### config.mk
export PLATFORM = sky130hd
export DESIGN_NAME = top
export DESIGN_NICKNAME = d
export VERILOG_FILES = /design/src/rtl/top.sv
export SDC_FILE = /design/constraint.sdc
export NUM_CORES = 2
export LEC_CHECK = 0
export ABC_AREA = 1
export BUFFER_PORTS_ARGS = -buffer_cell sky130_fd_sc_hd__buf_4
export CAP_MARGIN = 15
export CORE_ASPECT_RATIO = 1.75
export CORE_MARGIN = 5
export CORE_UTILIZATION = 45
export DETAILED_ROUTE_END_ITERATION = 8
export PLACE_DENSITY_LB_ADDON = 0.15
export SLEW_MARGIN = 15
export SYNTH_ARGS = -nofsm -noshare
export SYNTH_HDL_FRONTEND = slang
export SYNTH_SLANG_ARGS = --single-unit
### constraint.sdc
create_clock -name clk -period 0.8 [get_ports clk]
set_input_delay 0.16 -clock clk [delete_from_list [all_inputs] [get_ports clk]]
set_output_delay 0.16 -clock clk [all_outputs]
set_load 0.01 [all_outputs]
### src/rtl/top.sv
// Registered IEEE-754 binary32 multiplier with selectable rounding mode,
// gradual underflow and saturating overflow behaviour per rounding direction.
module top #(
    parameter int WIDTH     = 32,
    parameter int EXP_WIDTH = 8,
    parameter int SIG_WIDTH = 23,
    parameter int BIAS      = 127
) (
    input  logic             clk,
    input  logic             rst,
    input  logic [WIDTH-1:0] A,
    input  logic [WIDTH-1:0] B,
    input  logic [1:0]       rnd,
    output logic [WIDTH-1:0] result
);

    localparam int MW  = SIG_WIDTH + 1;
    localparam int PW  = 2 * MW;
    localparam int EW  = EXP_WIDTH + 4;
    localparam int LZW = $clog2(PW);
    localparam int SHW = $clog2(PW + 2);
    localparam int PKW = EW + SIG_WIDTH;

    typedef enum logic [1:0] {
        RNE = 2'b00,
        RTZ = 2'b01,
        RUP = 2'b10,
        RDN = 2'b11
    } rnd_e;

    rnd_e                 mode;
    logic                 sign;
    logic [EXP_WIDTH-1:0] exp_a, exp_b;
    logic [SIG_WIDTH-1:0] frac_a, frac_b;
    logic                 exp_a_zero, exp_b_zero;
    logic                 nan_a, nan_b, inf_a, inf_b, zero_a, zero_b;
    logic [PW-1:0]        prod, norm, aligned;
    logic [LZW-1:0]       lz;
    logic [EW-1:0]        exp_norm, sh_raw, exp_base;
    logic                 tiny;
    logic [SHW-1:0]       sh;
    logic [MW-1:0]        kept;
    logic                 guard, round_b, sticky, lost, inexact, inc;
    logic [MW:0]          rounded;
    logic [PKW-1:0]       packed_res;
    logic                 overflow;
    logic [WIDTH-1:0]     inf_val, max_val, ovf_val, qnan_val;
    logic [WIDTH-1:0]     result_d, result_q;

    assign mode   = rnd_e'(rnd);
    assign sign   = A[WIDTH-1] ^ B[WIDTH-1];
    assign exp_a  = A[WIDTH-2 -: EXP_WIDTH];
    assign exp_b  = B[WIDTH-2 -: EXP_WIDTH];
    assign frac_a = A[SIG_WIDTH-1:0];
    assign frac_b = B[SIG_WIDTH-1:0];

    assign exp_a_zero = ~|exp_a;
    assign exp_b_zero = ~|exp_b;
    assign nan_a  = (&exp_a) & (|frac_a);
    assign nan_b  = (&exp_b) & (|frac_b);
    assign inf_a  = (&exp_a) & ~(|frac_a);
    assign inf_b  = (&exp_b) & ~(|frac_b);
    assign zero_a = exp_a_zero & ~(|frac_a);
    assign zero_b = exp_b_zero & ~(|frac_b);

    assign prod = PW'({~exp_a_zero, frac_a}) * PW'({~exp_b_zero, frac_b});

    // Highest set bit wins, so the loop ends holding the leading-zero count.
    always_comb begin
        lz = '0;
        for (int i = 0; i < PW; i++) begin
            if (prod[i]) lz = LZW'(PW - 1 - i);
        end
    end

    always_comb begin
        exp_norm = (exp_a_zero ? EW'(1) : EW'(exp_a))
                 + (exp_b_zero ? EW'(1) : EW'(exp_b))
                 - EW'(BIAS) + EW'(1) - EW'(lz);
        tiny     = exp_norm[EW-1] | (exp_norm == '0);
        sh_raw   = EW'(1) - exp_norm;
        sh       = '0;
        if (tiny) sh = (sh_raw > EW'(PW + 1)) ? SHW'(PW + 1) : sh_raw[SHW-1:0];
        exp_base = tiny ? '0 : exp_norm - EW'(1);
    end

    // Denormalizing shift keeps every discarded bit alive in the sticky term.
    always_comb begin
        norm    = prod << lz;
        aligned = norm >> sh;
        lost    = |(norm & ~({PW{1'b1}} << sh));
        kept    = aligned[PW-1 -: MW];
        guard   = aligned[PW-MW-1];
        round_b = aligned[PW-MW-2];
        sticky  = (|aligned[PW-MW-3:0]) | lost;
        inexact = guard | round_b | sticky;
        inc     = 1'b0;
        case (mode)
            RNE:     inc = guard & (round_b | sticky | kept[0]);
            RTZ:     inc = 1'b0;
            RUP:     inc = ~sign & inexact;
            RDN:     inc = sign & inexact;
            default: inc = 1'b0;
        endcase
        rounded = {1'b0, kept} + (MW + 1)'(inc);
    end

    // Adding the hidden bit onto the exponent field absorbs both a rounding
    // carry-out and a subnormal rounding up into the smallest normal.
    assign packed_res = {exp_base, {SIG_WIDTH{1'b0}}} + PKW'(rounded);
    assign overflow   = packed_res[PKW-1:SIG_WIDTH] >= EW'((1 << EXP_WIDTH) - 1);

    assign inf_val  = {sign, {EXP_WIDTH{1'b1}}, {SIG_WIDTH{1'b0}}};
    assign max_val  = {sign, {(EXP_WIDTH-1){1'b1}}, 1'b0, {SIG_WIDTH{1'b1}}};
    assign qnan_val = {1'b0, {EXP_WIDTH{1'b1}}, 1'b1, {(SIG_WIDTH-1){1'b0}}};

    always_comb begin
        ovf_val = inf_val;
        case (mode)
            RNE:     ovf_val = inf_val;
            RTZ:     ovf_val = max_val;
            RUP:     ovf_val = sign ? max_val : inf_val;
            RDN:     ovf_val = sign ? inf_val : max_val;
            default: ovf_val = inf_val;
        endcase
    end

    always_comb begin
        result_d = {sign, packed_res[SIG_WIDTH+EXP_WIDTH-1:0]};
        if (nan_a | nan_b)
            result_d = qnan_val;
        else if ((inf_a & zero_b) | (zero_a & inf_b))
            result_d = qnan_val;
        else if (inf_a | inf_b)
            result_d = inf_val;
        else if (zero_a | zero_b)
            result_d = {sign, {(WIDTH-1){1'b0}}};
        else if (overflow)
            result_d = ovf_val;
    end

    always_ff @(posedge clk or negedge rst) begin
        if (!rst) result_q <= '0;
        else      result_q <= result_d;
    end

    assign result = result_q;

endmodule

======== Yosys cells after proc, flatten, opt, wreduce, memory -nomap -nowiden ========
Cells that the tools add are included.
storage, ports and cells
  word-level logic and storage cells ...... 119
  input port bits ......................... 68
  flip-flop bits (word level) ............. 32
  output and inout port bits .............. 32
cells by class
  multiplexer cells ....................... 62
  $add $sub $neg .......................... 8
  shift-type cells ........................ 3
  reductions and logical operators ........ 12
  multipliers ............................. 1
  bitwise logic cells ..................... 27
  $lt $le $gt $ge ......................... 2
  eq/ne operators ......................... 3
operator list
  operator                 count
  $mux W6                  50
  $mux W32                 7
  $pmux W32 S4             1
  $and A48 B48 Y48         1
  $mul A24 B24 Y48         1
  $not A48 Y48             1
  $reduce_or A48 Y1        1
  $shl A48 B6 Y48          1
  $shl A48 B6 Y48 const A  1
  $shr A48 B6 Y48          1
  $reduce_or A23 Y1        2
  $add A35 B25 Y35         1
  $add A24 B1 Y25          1
  $reduce_or A22 Y1        1
  $mux W8                  2
  $reduce_and A8 Y1        2
  $reduce_or A8 Y1         2
  $ge A12 B8 Y1 const B    1
  $gt A12 B6 Y1 const B    1
  $logic_not A12 Y1        1
  $mux W12                 1
  $sub A1 B12 Y12 const A  1
  $sub A11 B7 Y12          1
  $sub A12 B1 Y12 const B  1
  other kinds (12)         35

======== Depth between registers and ports, before layout ========
  word-level depth ........................ 72
  mapped depth ............................ 107

======== Worst setup path before layout ========
OpenSTA, ideal clock, no wires.
  kind .................................... input-to-reg
  start ................................... in A[25]
  end ..................................... reg result_q[12], in the netlist result[12]
  setup time .............................. 120 ps
  path slack .............................. -13303 ps
  data required time ...................... 680 ps
  data arrival time ....................... 13983 ps
  cell stages on the path ................. 90
  path buffers ............................ 8
  cell sequence ........................... nor2_1 nand3_1 nor2_1 clkbuf_1 nor2_1 fa_1 inv_1 fa_1 fa_1 fa_1 fa_1 fa_1 fa_1 inv_1 ha_1 nand2_1 nor2_1 nand2_1 [... 54 more ...] nand3_1 nand2_1 nand2_1 ha_1 ha_1 nand2_2 inv_1 nand3_1 nand3_1 nand2_1 nand2_1 nor2_1 nand2_1 nand2_2 nand2_2 nand3_4 buf_6 nor2_2
between the ends
  longest elaborated chain between the ends .. 49
ends and longest elaborated chain
  element                 RTL line  source
  start: declaration      11        input logic [WIDTH-1:0] A,
  $reduce_or A8 Y1        57        assign exp_a_zero = ~|exp_a;
  $mul A24 B24 Y48        66        assign prod = PW'({~exp_a_zero, frac_a}) * PW'({~exp_b_zero, frac_b});
  $mux W6 (25 in a row)   72        if (prod[i]) lz = LZW'(PW - 1 - i);
  $sub A11 B7 Y12         79        - EW'(BIAS) + EW'(1) - EW'(lz);
  $sub A1 B12 Y12         81        sh_raw = EW'(1) - exp_norm;
  $gt A12 B6 Y1           83        if (tiny) sh = (sh_raw > EW'(PW + 1)) ? SHW'(PW + 1) : sh_raw[SHW-1:0];
  $mux W6 (2 in a row)    83
  $shl A48 B6 Y48         91        lost = |(norm & ~({PW{1'b1}} << sh));
  [... 9 more ...]        n/a
  $add A35 B25 Y35        110       assign packed_res = {exp_base, {SIG_WIDTH{1'b0}}} + PKW'(rounded);
  $ge A12 B8 Y1           111       assign overflow = packed_res[PKW-1:SIG_WIDTH] >= EW'((1 << EXP_WIDTH) - 1);
  $mux W32                138       else if (overflow)
  $mux W32                136       else if (zero_a | zero_b)
  $mux W32                134       else if (inf_a | inf_b)
  $mux W32                132       else if ((inf_a & zero_b) | (zero_a & inf_b))
  $mux W32 *              130       if (nan_a | nan_b)
  named net result_d[12]  48        logic [WIDTH-1:0] result_d, result_q;
  end signal: assignment  144       else result_q <= result_d;
  end: declaration        48
The timed path passes the listed nets; every way through them passes the cells marked *.

======== Final worst setup path ========
  start ................................... in A[8]
  end ..................................... reg result_q[1], in the netlist result[1]
between the ends
  longest elaborated chain between the ends .. 63
ends and longest elaborated chain
  element                RTL line
  $mul A24 B24 Y48       66
  $mux W6 (40 in a row)  72
  $sub A11 B7 Y12        79
  $sub A1 B12 Y12        81
  $gt A12 B6 Y1          83
  $mux W6 (2 in a row)   83
  $shl A48 B6 Y48        91
  $not A48 Y48           91
  [... 8 more ...]       n/a
  $add A35 B25 Y35       110
  $ge A12 B8 Y1          111
  $mux W32               138
  $mux W32               136
  $mux W32               134
  $mux W32               132
  $mux W32 *             130
  named net result_d[1]  48
Marks and branches as above.

==> summary.md <==
| Metric | Value |
|---|---|
| DRC viols | `0` |
| Max incr delay on CP | `0.57 ns` |
| Crit share post-route | `1670%` |
| Net Count, Synth | `approximately 5700` |
| Setup crit start kind | `input pin` |
| Gr ovfl total | `0` |
| Layout cells sized above 1 | `roughly 24%` |
| Initial antenna violation count | `0` |
| Peak Freq | `74.9 MHz` |
| Critical path's top delay family | `adder cells` |
| Worst Hold Launch | `B[31]` |
| Total CTS buffers | `5` |
| Commonest non-fill, non-tap cell in the layout | `inv_1` |
| WP data arrival | `~14 ns` |
| Core area | `0.0686 mm²` |
| Critical Path Most Common Cell | `nand2_1` |
| WL/cell | `approximately 18 µm` |
| GRT Total Usage | `a little under a third` |
| Fin crit period | `roughly 13 ns` |
| Top_reg_cell synth | `dfrtp_1` |
| Max-cap violations | `0` |
| Fin cells | `between 6000 and 7000` |
| Hold Crit Class | `in2reg` |
| Crit path required time | `1.00 ns` |
| Failing checks | `negative setup slack` |
| Worst Tran Pin Value | `around 1.2 ns` |
| Detailed Routing Iterations Pass 1 | `6` |
| Die Span Y | `~360 µm` |
| Largest register FFs | `32` |
| Slowest cell on the critical path | `fa_1` |
| I/O pin count | `100` |
| WP buf/inv | `20` |
| Std cell rows | `between 100 and 150` |
| Die Width | `209 µm` |
| Min-Delay Path Depth | `4` |
| Root Driver | `clkbuf_16` |
| RePlAce Congestion | `~1.0` |
| Unique masters post-synth | `66` |
| Via count | `~34000` |
| Vias in the first global route | `36086` |
| Largest net degree at the start of global routing | `between 50 and 60` |
| Outcome | `finished with violations` |
| Yosys Warn Count | `0` |
| N_diodes | `0` |
| Post-synth EDFFs | `0` |
| Cells after DPL | `6553` |
| Synth async-reset ratio | `100%` |
| RSZ-0062 raised after global routing | `yes` |
| Drt via density | `roughly 5` |
| Crit path kind | `in2reg` |
| Post-Syn Instances | `about 4900` |
| Max-slew violation total from the final report | `0` |
| First-pass GRT wire length | `approximately 190 mm` |
| Mapped cell area | `roughly 0.031 mm²` |
| Clock-pin transition on the worst setup and hold timing paths | `0.05 ns` |
| Final WS setup | `-12.55 ns` |
| CTS tree | `yes` |
| DRT iter0 DRCs | `~1900` |
| Final-stage net count | `6502` |
| Most frequent cells in the layout | `inv_1 (1258), nand2_1 (1254), buf_4 (958)` |
| Initial Util | `between 40% and 50%` |
| Die area | `between 0.07 and 0.08 mm²` |
| Number of synthesized register bits | `32` |
| Hold Fails Final Rpt | `0` |
| Clk sinks | `32` |
| Number of port buffers | `between 90 and 100` |
| Antenna viol nets, final | `0` |
| Headroom to the max-slew limit | `21.5%` |
| Depth of the CTS H-tree | `2` |
| Final setup vio count | `64` |
| Syn avg cell area | `about 6.3 µm²` |
| CP max FO | `7` |
| Maximum clock insertion buffer count | `2` |
| Hold worst-path end | `result[31]` |
| CP Capture Type | `flop` |
| Final WL | `~120 mm` |
| Dpl hpwl | `about 100 mm` |
| Post-synthesis sequential area ratio | `under 10%` |
| Synth-to-Final Area Change | `32.8%` |
[through the flow]
step / worst slack, ns / setup TNS, ns / instance area [µm²] / util, % / hold WS, ns
CTS: -12.33 / -387.62 / 40700 / 59.2 / 0.188
floorplan: -12.08 / -373.80 / 31900 / - / -0.136
finish: -12.55 / -393.59 / 41400 / 60.3 / 0.190
global route: -13.22 / -415.10 / 41400 / 60.3 / 0.222
detailed placement: -13.60 / -421.03 / 39200 / 57.1 / 0.116
global placement: -13.42 / -416.84 / 39200 / 57.1 / 0.114
[worst max path at each step]
stage | start | cells past startpoint | to
4_1_cts | A[8] | 90 | result[9]
2_1_floorplan | A[29] | 92 | result[16]
6_report | A[8] | 91 | result[1]
3_5_place_dp | B[27] | 87 | result[0]
3_3_place_gp | B[27] | 87 | result[16]
5_1_grt | B[27] | 90 | result[1]
[cell usage after synthesis (4+ instances only)]
library cell  count  area (µm²)
xnor2_1          20         175
o211ai_1          8        60.1
buf_1            14        52.6
buf_6             8        90.1
a21oi_1          97         485
a211oi_1          7        52.6
nor4_1           22         138
nor2_1          267        1000
nand3_2           5        50.1
xor2_1           44         385
nand2_1        1300        4880
a21o_1            6        45.0
o21bai_1          7        52.6
a21oi_2           4        35.0
inv_2            13        48.8
o21ai_0          98         490
nand4_1          40         250
nor2_2           15        93.8
nand2_2          11        68.8
or2_2             8        50.1
clkbuf_1        155         582
a21boi_0          4        30.0
o31ai_1           5        37.5
a31oi_1          10        62.6
inv_1          1283        4820
nand3b_1          8        60.1
nor3_1           27         135
clkinv_1          5        18.8
ha_1            211        2640
fa_1            484        9690
buf_2            34         170
dfrtp_1          32         801
o21ai_1          19        95.1
o2111ai_1         5        43.8
nand3_1         565        2830
buf_4            16         120
o21ai_2           4        35.0
[per-layer routing]
metal | routed length, µm | up-vias | global-route usage [%]
met5 | 0 | - | 0
met4 | 10600 | 0 | 20.7
met3 | 3930 | 481 | 1.88
met2 | 65000 | 991 | 62.8
met1 | 38300 | 16111 | 30.3
li1 | - | 16251 | -
[what timing repair did]
action | 4_1_cts | 5_1_grt
hold buffers | 1 | 0
hold endpoints to repair | 32 | 0
setup endpoints to repair | 64 | 64
setup buffers | 52 | 23
resized for setup | 207 | 145
cloned | 7 | 1
pin swaps | 93 | 53
[area by class of cell]
class | count | area [µm²]
repair buffers | 1047 | 8510
flip-flops and latches | 32 | 802
fillers | 6755 | 27300
well taps | 903 | 1130
inverters | 1301 | 4920
clock buffers | 6 | 129
clock inverters | 2 | 35.0
multi-input cells | 3352 | 25900
[cells by family (layout without fill, tap and decap cells)]
| logic type | count (synthesis) | count (layout) | share of synthesized area [%] |
|---|---|---|---|
| xor gates and xnor gates | 67 | 67 | 1.95 |
| and+or+nand+nor | 2282 | 2285 | 31.1 |
| buffers and inverters | 1529 | 2356 | 19.0 |
| DFF | 32 | 32 | 2.57 |
| adders and majority gates | 695 | 695 | 39.6 |
| AOI/OAI and AO/OA | 305 | 305 | 5.84 |
Power is not shown: default switching activity piles up to over one toggle a cycle in this logic, so the estimate is an artifact.
